<file path="config.mk">
export PLATFORM = sky130hd
export DESIGN_NAME = scan_mux
export DESIGN_NICKNAME = d
export VERILOG_FILES = /design/src/rtl/scan_mux.sv
export SDC_FILE = /design/constraint.sdc
export NUM_CORES = 1
export LEC_CHECK = 0
export BUFFER_PORTS_ARGS = -buffer_cell sky130_fd_sc_hd__buf_2
export CORE_AREA = 2 2 44 46
export CTS_CLUSTER_DIAMETER = 100
export DETAILED_ROUTE_END_ITERATION = 7
export DIE_AREA = 0 0 46 48
export PLACE_DENSITY = 0.81
export SLEW_MARGIN = 10
export SYNTH_ARGS = -nofsm -noshare
export SYNTH_HDL_FRONTEND = slang
export SYNTH_SLANG_ARGS = --single-unit
</file>
<file path="constraint.sdc">
create_clock -name clk -period 2 [get_ports clk]
set_clock_uncertainty 0.1 [all_clocks]
set_input_delay 0.1 -clock clk [delete_from_list [all_inputs] [get_ports clk]]
set_output_delay 0.1 -clock clk [all_outputs]
set_load 0.005 [all_outputs]
</file>
<file path="src/rtl/scan_mux.sv">
// N-to-1 channel multiplexer with registered output, manual select or auto-scan with dwell.
// Optional per-channel enable mask when SCAN_MUX_MASK_EN is defined (adds the ch_en port).
module scan_mux #(
   parameter  int N     = 8,
   parameter  int W     = 1,
   parameter  int DWELL = 4,
   localparam int SELW  = $clog2(N)
) (
   input  logic              clk,
   input  logic              rst,
   input  logic [N*W-1:0]    din,
   input  logic [SELW-1:0]   sel,
   input  logic              auto,
   input  logic              hold,
`ifdef SCAN_MUX_MASK_EN
   input  logic [N-1:0]      ch_en,
`endif
   output logic [W-1:0]      dout,
   output logic [SELW-1:0]   ch,
   output logic              stb,
   output logic              wrap
);

   localparam int DW = $clog2(DWELL + 1);

   logic [SELW-1:0] p_q, p_d, ch_q, ch_d, p_nxt;
   logic [DW-1:0]   d_q, d_d;
   logic [W-1:0]    dout_q, dout_d;
   logic            stb_q, stb_d, wrap_q, wrap_d, pend_q, pend_d;
   logic [N-1:0]    en;
   logic            sel_ok;

`ifdef SCAN_MUX_MASK_EN
   assign en = ch_en;
`else
   assign en = '1;
`endif

   assign sel_ok = (int'(sel) < N);

   function automatic logic [W-1:0] pick(input logic [N*W-1:0] v, input logic [SELW-1:0] idx);
      pick = '0;
      for (int k = 0; k < N; k++)
         if (idx == SELW'(k)) pick = v[k*W +: W];
   endfunction

   function automatic logic en_at(input logic [N-1:0] m, input logic [SELW-1:0] idx);
      en_at = 1'b0;
      for (int k = 0; k < N; k++)
         if (idx == SELW'(k)) en_at = m[k];
   endfunction

`ifdef SCAN_MUX_MASK_EN
   // Descending search so the nearest enabled channel after cur is the last one assigned.
   function automatic logic [SELW-1:0] next_ch(input logic [SELW-1:0] cur, input logic [N-1:0] m);
      next_ch = cur;
      for (int k = N - 1; k >= 1; k--)
         if (m[(int'(cur) + k) % N]) next_ch = SELW'((int'(cur) + k) % N);
   endfunction
`else
   function automatic logic [SELW-1:0] next_ch(input logic [SELW-1:0] cur, input logic [N-1:0] m);
      next_ch = (m != '0 && cur == SELW'(N - 1)) ? '0 : cur + SELW'(1);
   endfunction
`endif

   assign p_nxt = next_ch(p_q, en);

   always_comb begin
      p_d    = p_q;
      d_d    = d_q;
      ch_d   = ch_q;
      dout_d = '0;
      wrap_d = 1'b0;
      pend_d = 1'b0;
      if (!auto) begin
         ch_d   = sel;
         p_d    = sel_ok ? sel : '0;
         d_d    = '0;
         dout_d = (sel_ok && en_at(en, sel)) ? pick(din, sel) : '0;
      end else begin
         ch_d   = p_q;
         dout_d = en_at(en, p_q) ? pick(din, p_q) : '0;
         // pend_q marks that the pointer just wrapped; wrap fires when ch catches up.
         wrap_d = pend_q;
         if (!hold) begin
            if (d_q == DW'(DWELL - 1)) begin
               d_d    = '0;
               p_d    = p_nxt;
               pend_d = (p_nxt <= p_q);
            end else begin
               d_d = d_q + DW'(1);
            end
         end
      end
`ifdef SCAN_MUX_MASK_EN
      if (en == '0) begin
         ch_d   = ch_q;
         p_d    = p_q;
         d_d    = d_q;
         dout_d = '0;
         wrap_d = 1'b0;
         pend_d = 1'b0;
      end
`endif
      stb_d = (ch_d != ch_q);
   end

   always_ff @(posedge clk) begin
      if (rst) begin
         p_q    <= '0;
         d_q    <= '0;
         ch_q   <= '0;
         dout_q <= '0;
         stb_q  <= 1'b0;
         wrap_q <= 1'b0;
         pend_q <= 1'b0;
      end else begin
         p_q    <= p_d;
         d_q    <= d_d;
         ch_q   <= ch_d;
         dout_q <= dout_d;
         stb_q  <= stb_d;
         wrap_q <= wrap_d;
         pend_q <= pend_d;
      end
   end

   assign dout = dout_q;
   assign ch   = ch_q;
   assign stb  = stb_q;
   assign wrap = wrap_q;

endmodule

</file>
======== After elaboration in Yosys (flattened, before gate mapping) ========
Cells that the tools add are included.
storage, ports and cells
  register bits after elaboration ......... 13
  bits of input ports ..................... 15
cells by class
  reduce and logical (&&, ||, !) cells .... 5
  muxes and demuxes ....................... 43
  bitwise operators ....................... 2
  order comparisons ....................... 1
  $add $sub $neg .......................... 2
  eq/ne operators ......................... 18
operators with widths
  kind                                                    count
  2-to-1 mux 1 bit                                        37
  equality test 3 bit (second input constant)             8
  2-to-1 mux 3 bit                                        6
  equality test 3 x 2 -> 1 bit (second input constant)    5
  adder 3 x 1 -> 3 bit (second input constant)            2
  equality test 3 x 1 -> 1 bit (second input constant)    2
  zero test 3 bit                                         2
  OR reduction 4 bit                                      1
  <= comparator 3 bit                                     1
  inequality test 3 bit                                   1
  inequality test 2 x 1 -> 1 bit (second input constant)  1
  inequality test 2 bit (second input constant)           1
  inverter 1 bit                                          2
  AND reduction 2 bit                                     1
  OR reduction 2 bit                                      1

======== Longest topological paths before layout ========
  depth in word-level cells ............... 12
  depth in mapped cells ................... 7

======== Worst setup path after synthesis ========
OpenSTA, ideal clock, no wires.
  path type ............................... reg-to-reg
  start ................................... register p_q[0]
  end ..................................... register dout_q (netlist: dout)
  data arrival time ....................... 1497 ps
  clock period less this slack ............ 1660 ps
  buffers on the path ..................... 0
  library setup time ...................... 64 ps
  slack ................................... 340 ps
  data required time ...................... 1836 ps
  cell stages (with the launch flop) ...... 7
  path through ............................ dfxtp_1 > inv_1 > ha_1 > nor2b_1 > a2111oi_0 > o2111ai_1 > nand4_1
on the way
  word-level cells in the longest chain between the ends .. 12
  elaborated cells between the ends (all ways) .. 27
ends and longest elaborated chain
  element                         line    text
  from (decl)                     26      logic [SELW-1:0] p_q, p_d, ch_q, ch_d, p_nxt;
  from (signal assigned)          118     p_q <= p_d;
  zero test 3 bit                 44, 50
  2-to-1 mux 1 bit (8 in series)  50      if (idx == SELW'(k)) en_at = m[k];
  2-to-1 mux 1 bit                75      if (!auto) begin
  2-to-1 mux 1 bit (*)            82      dout_d = en_at(en, p_q) ? pick(din, p_q) : '0;
  2-to-1 mux 1 bit (*)            75
  to (signal assigned)            121     dout_q <= dout_d;
  to (decl)                       28      logic [W-1:0] dout_q, dout_d;
Every way passes the cells marked *; elsewhere a longest branch is shown, timed or not. The select of a mux whose other input is x is not followed.
A chain may end at the register's enable or synchronous reset.

======== Final worst setup path ========
  start ................................... register p_q[1]
  end ..................................... register dout_q (netlist: dout)
Same word-level chain as after synthesis.

==> results.cfg <==
[status]
outcome = complete, but fails checks
violations = hold timing

[power_and_ir_drop]
p_int_uw = 408.7
p_sw_uw = 159.3
p_seq_share_pct = 49.9
p_comb_share_pct = 20.9
switching_share_pct = 28.05
p_clk_share_pct = 29.2
peakVddDrop_mv = 0.2699
cellPowerDensity_nw_per_um2 = 585.8
power_leakage_uw = 0.0004500

[routing]
wl_met3_um = 115
post-route-drc-count = 0
via_per_inst = 5.797
ant_nets = 0
vias = 742
wl_met2_um = 843
wl_met1_um = 729
drt-initial-drc-count = 35
wl_per_cell_um = 13.77
wirelength_um = 1763
firstDrtPassIters = 4
highest_layer = met4

[grt]
grt_pass1_vias = 682
grt_max_degree = 13
antenna_found_initial = 0
grt_overflow = 0
grt_use_total_pct = 18.80
grt_pass1_wl_um = 2835

[min_path]
hold_start = rst
hold_path_depth = 2
whs_endpoint = p_q[0]
min_path_type = input pin to register

[sta]
drv_slew = 0
finalCriticalPeriod_ns = 1.856
worstMarginPinSlew_ns = 0.5170
rsz0062_at_grt = false
fin_setup_tns_ns = 0
fin_crit_sh_pct = 92.78
slew-limit-headroom_pct = 65.46
fmax_ghz = 0.5389
timing.final.hold_violations = 1
holdWs_ns = -0.003671
finalSetupViolations = 0

[logic_synthesis]
synth_edf_count = 0
ys_warn_count = 0
ys_seq_elements = 13
syn_inst = 88
syn_area_per_cell_sq_um = 9.356
synth-seq-area-share_pct = 31.61
synth_cell_types = 35
synth_flop_cell = dfxtp_1
synthesis.nets = 111
syn_area_sq_um = 823.3
async_reset_ff_share_pct = 0

[clock_network]
cts_sinks = 13
clkLatencyLatePin_ns = 0.28
cts_tree = done
cts_buffers = 3
h-tree-depth = 1
cts.path.max_buffers = 2
cts-root-buf = clkbuf_4
postCtsSetupRepairBufs = 0
clk_pin_slew_worst_paths_ns = 0.08

[placed_design]
place_congestion = 0.8376
dp_hpwl_um = 1345
portBuffers = 20
dpl_cell_area_sq_um = 932.1

[floorplan]
start_util_pct = 48.74
fp.dieW_um = 46
die_h_um = 48
rows = 15
io_pins = 21
die_area_sq_um = 2208
core_area_sq_um = 1689

[setup_path]
required_ns = 2.13
critPathLaunchType = register
r2r_end = dout
crit_path_end_kind = register
max_stage_delay_ns = 0.45
worst-setup-path-type = register to register
cp_data_arrival_time_ns = 1.98
r2r-start = p_q[1]
worst-path-max-fanout = 7
crit_path_top_delay_cell = dfxtp_1
rrSetupSlack_ns = 0.14
rr_worst_depth = 6
path_cells = inv_1 -> ha_1 -> nand3b_1 -> a2111oi_0 -> o2111ai_1 -> nand4_1

[cells_and_area]
syn_to_final_growth_pct = 17.78
n_antenna_cell = 0
final_cell_mix = buf_2 (20), dfxtp_1 (12), nor2_1 (11), ha_1 (8), inv_1 (5)
final_common_cell = buf_2
fin_nets = 135
fillCellCount = 155
final_layout_size_suffix_gt1_share_pct = 26.13
design_area_sq_um = 969.7
multiInputGateArea_sq_um = 524.3
seqCellArea_sq_um = 261.5

[flow_run]
drv_cap = 0
logic make-up after synthesis:
| group | count (synthesis) | share of synthesized area [%] |
|---|---|---|
| buf+inv | 8 | 4.710 |
| mux | 6 | 11.25 |
| xor+xnor | 4 | 4.255 |
| flops | 13 | 31.61 |
| simple gates | 32 | 21.43 |
| compound gates | 17 | 14.59 |
| fa+ha+maj | 8 | 12.16 |
cell type report:
class,instances,share of cell area [%]
clock buffers,4,2.710
multi-input cells,67,54.06
well taps,17,2.194
flip-flops and latches,13,26.97
repair buffers,22,12.13
inverters,5,1.935
power by group through the flow:
stage | clock, uW | combinational (uW) | sequential [uW]
3_3_place_gp | 0 | 112 | 288
2_1_floorplan | 0 | 73.7 | 289
5_1_grt | 182 | 131 | 286
4_1_cts | 168 | 118 | 283
3_5_place_dp | 0 | 115 | 289
6_report | 166 | 119 | 284
cell usage after synthesis (2+ instances only):
cell,n,area (sq um)
nor3_1,3,15.01
o21ai_0,3,15.01
a311oi_1,2,17.52
nor2_1,11,41.29
dfxtp_1,13,260.3
mux2i_1,4,40.04
nor2b_1,3,18.77
xor2_1,4,35.03
nand2_1,4,15.01
ha_1,8,100.1
a21oi_1,4,20.02
inv_1,5,18.77
mux4_1,2,52.55
registers in the layout (all words and copies together), names as in the netlist:
signal  cells
pend_q      1
dout        1
ch          3
wrap        1
p_q         3
stb         1
d_q         3
routing by layer:
metal	global-route usage [%]	vias to the layer above
li1	-	360
met5	0	-
met3	3.396	9
met2	31.39	38
met1	20.81	335
met4	15.43	0
through the flow:
step                      utilization, %  instances  worst slack (ns)  hold slack (ns)  power [uW]
final                              57.41        128            0.1443        -0.003671       568.0
after global routing               57.41        128           0.02720         0.007144       599.2
after CTS                          57.33        128            0.1104         0.002464       569.2
after detailed placement           55.19        123            0.1057           0.2796       404.9
after global placement             55.19        123            0.2471           0.2744       400.0
after floorplan                        -         88            0.3396           0.1498       362.6
worst max path at each step:
stage                       to  cells after the start  slack, ns    from
after floorplan           dout                      6       0.34  p_q[0]
after global placement    dout                      6       0.25  p_q[0]
after detailed placement  dout                      6       0.11  p_q[0]
after CTS                 dout                      6       0.11  p_q[0]
after global routing      dout                      6       0.03  p_q[1]
final                     dout                      6       0.14  p_q[1]
what timing repair did:
item                                   CTS  global route
gates resized for setup                  0             1
setup endpoints to repair                0             1
hold buffers                             1             0
endpoints found under the hold margin    1             0
critical path, delay by kind of cell, from the launching register on:
| family | cells | cell delay [ns] |
|---|---|---|
| adders and majority gates | 1 | 0.26 |
| AOI/OAI and AO/OA | 2 | 0.58 |
| and+or+nand+nor | 2 | 0.30 |
| DFF | 1 | 0.45 |
| buffers and inverters | 1 | 0.10 |
(Power assumes the default switching activity.)
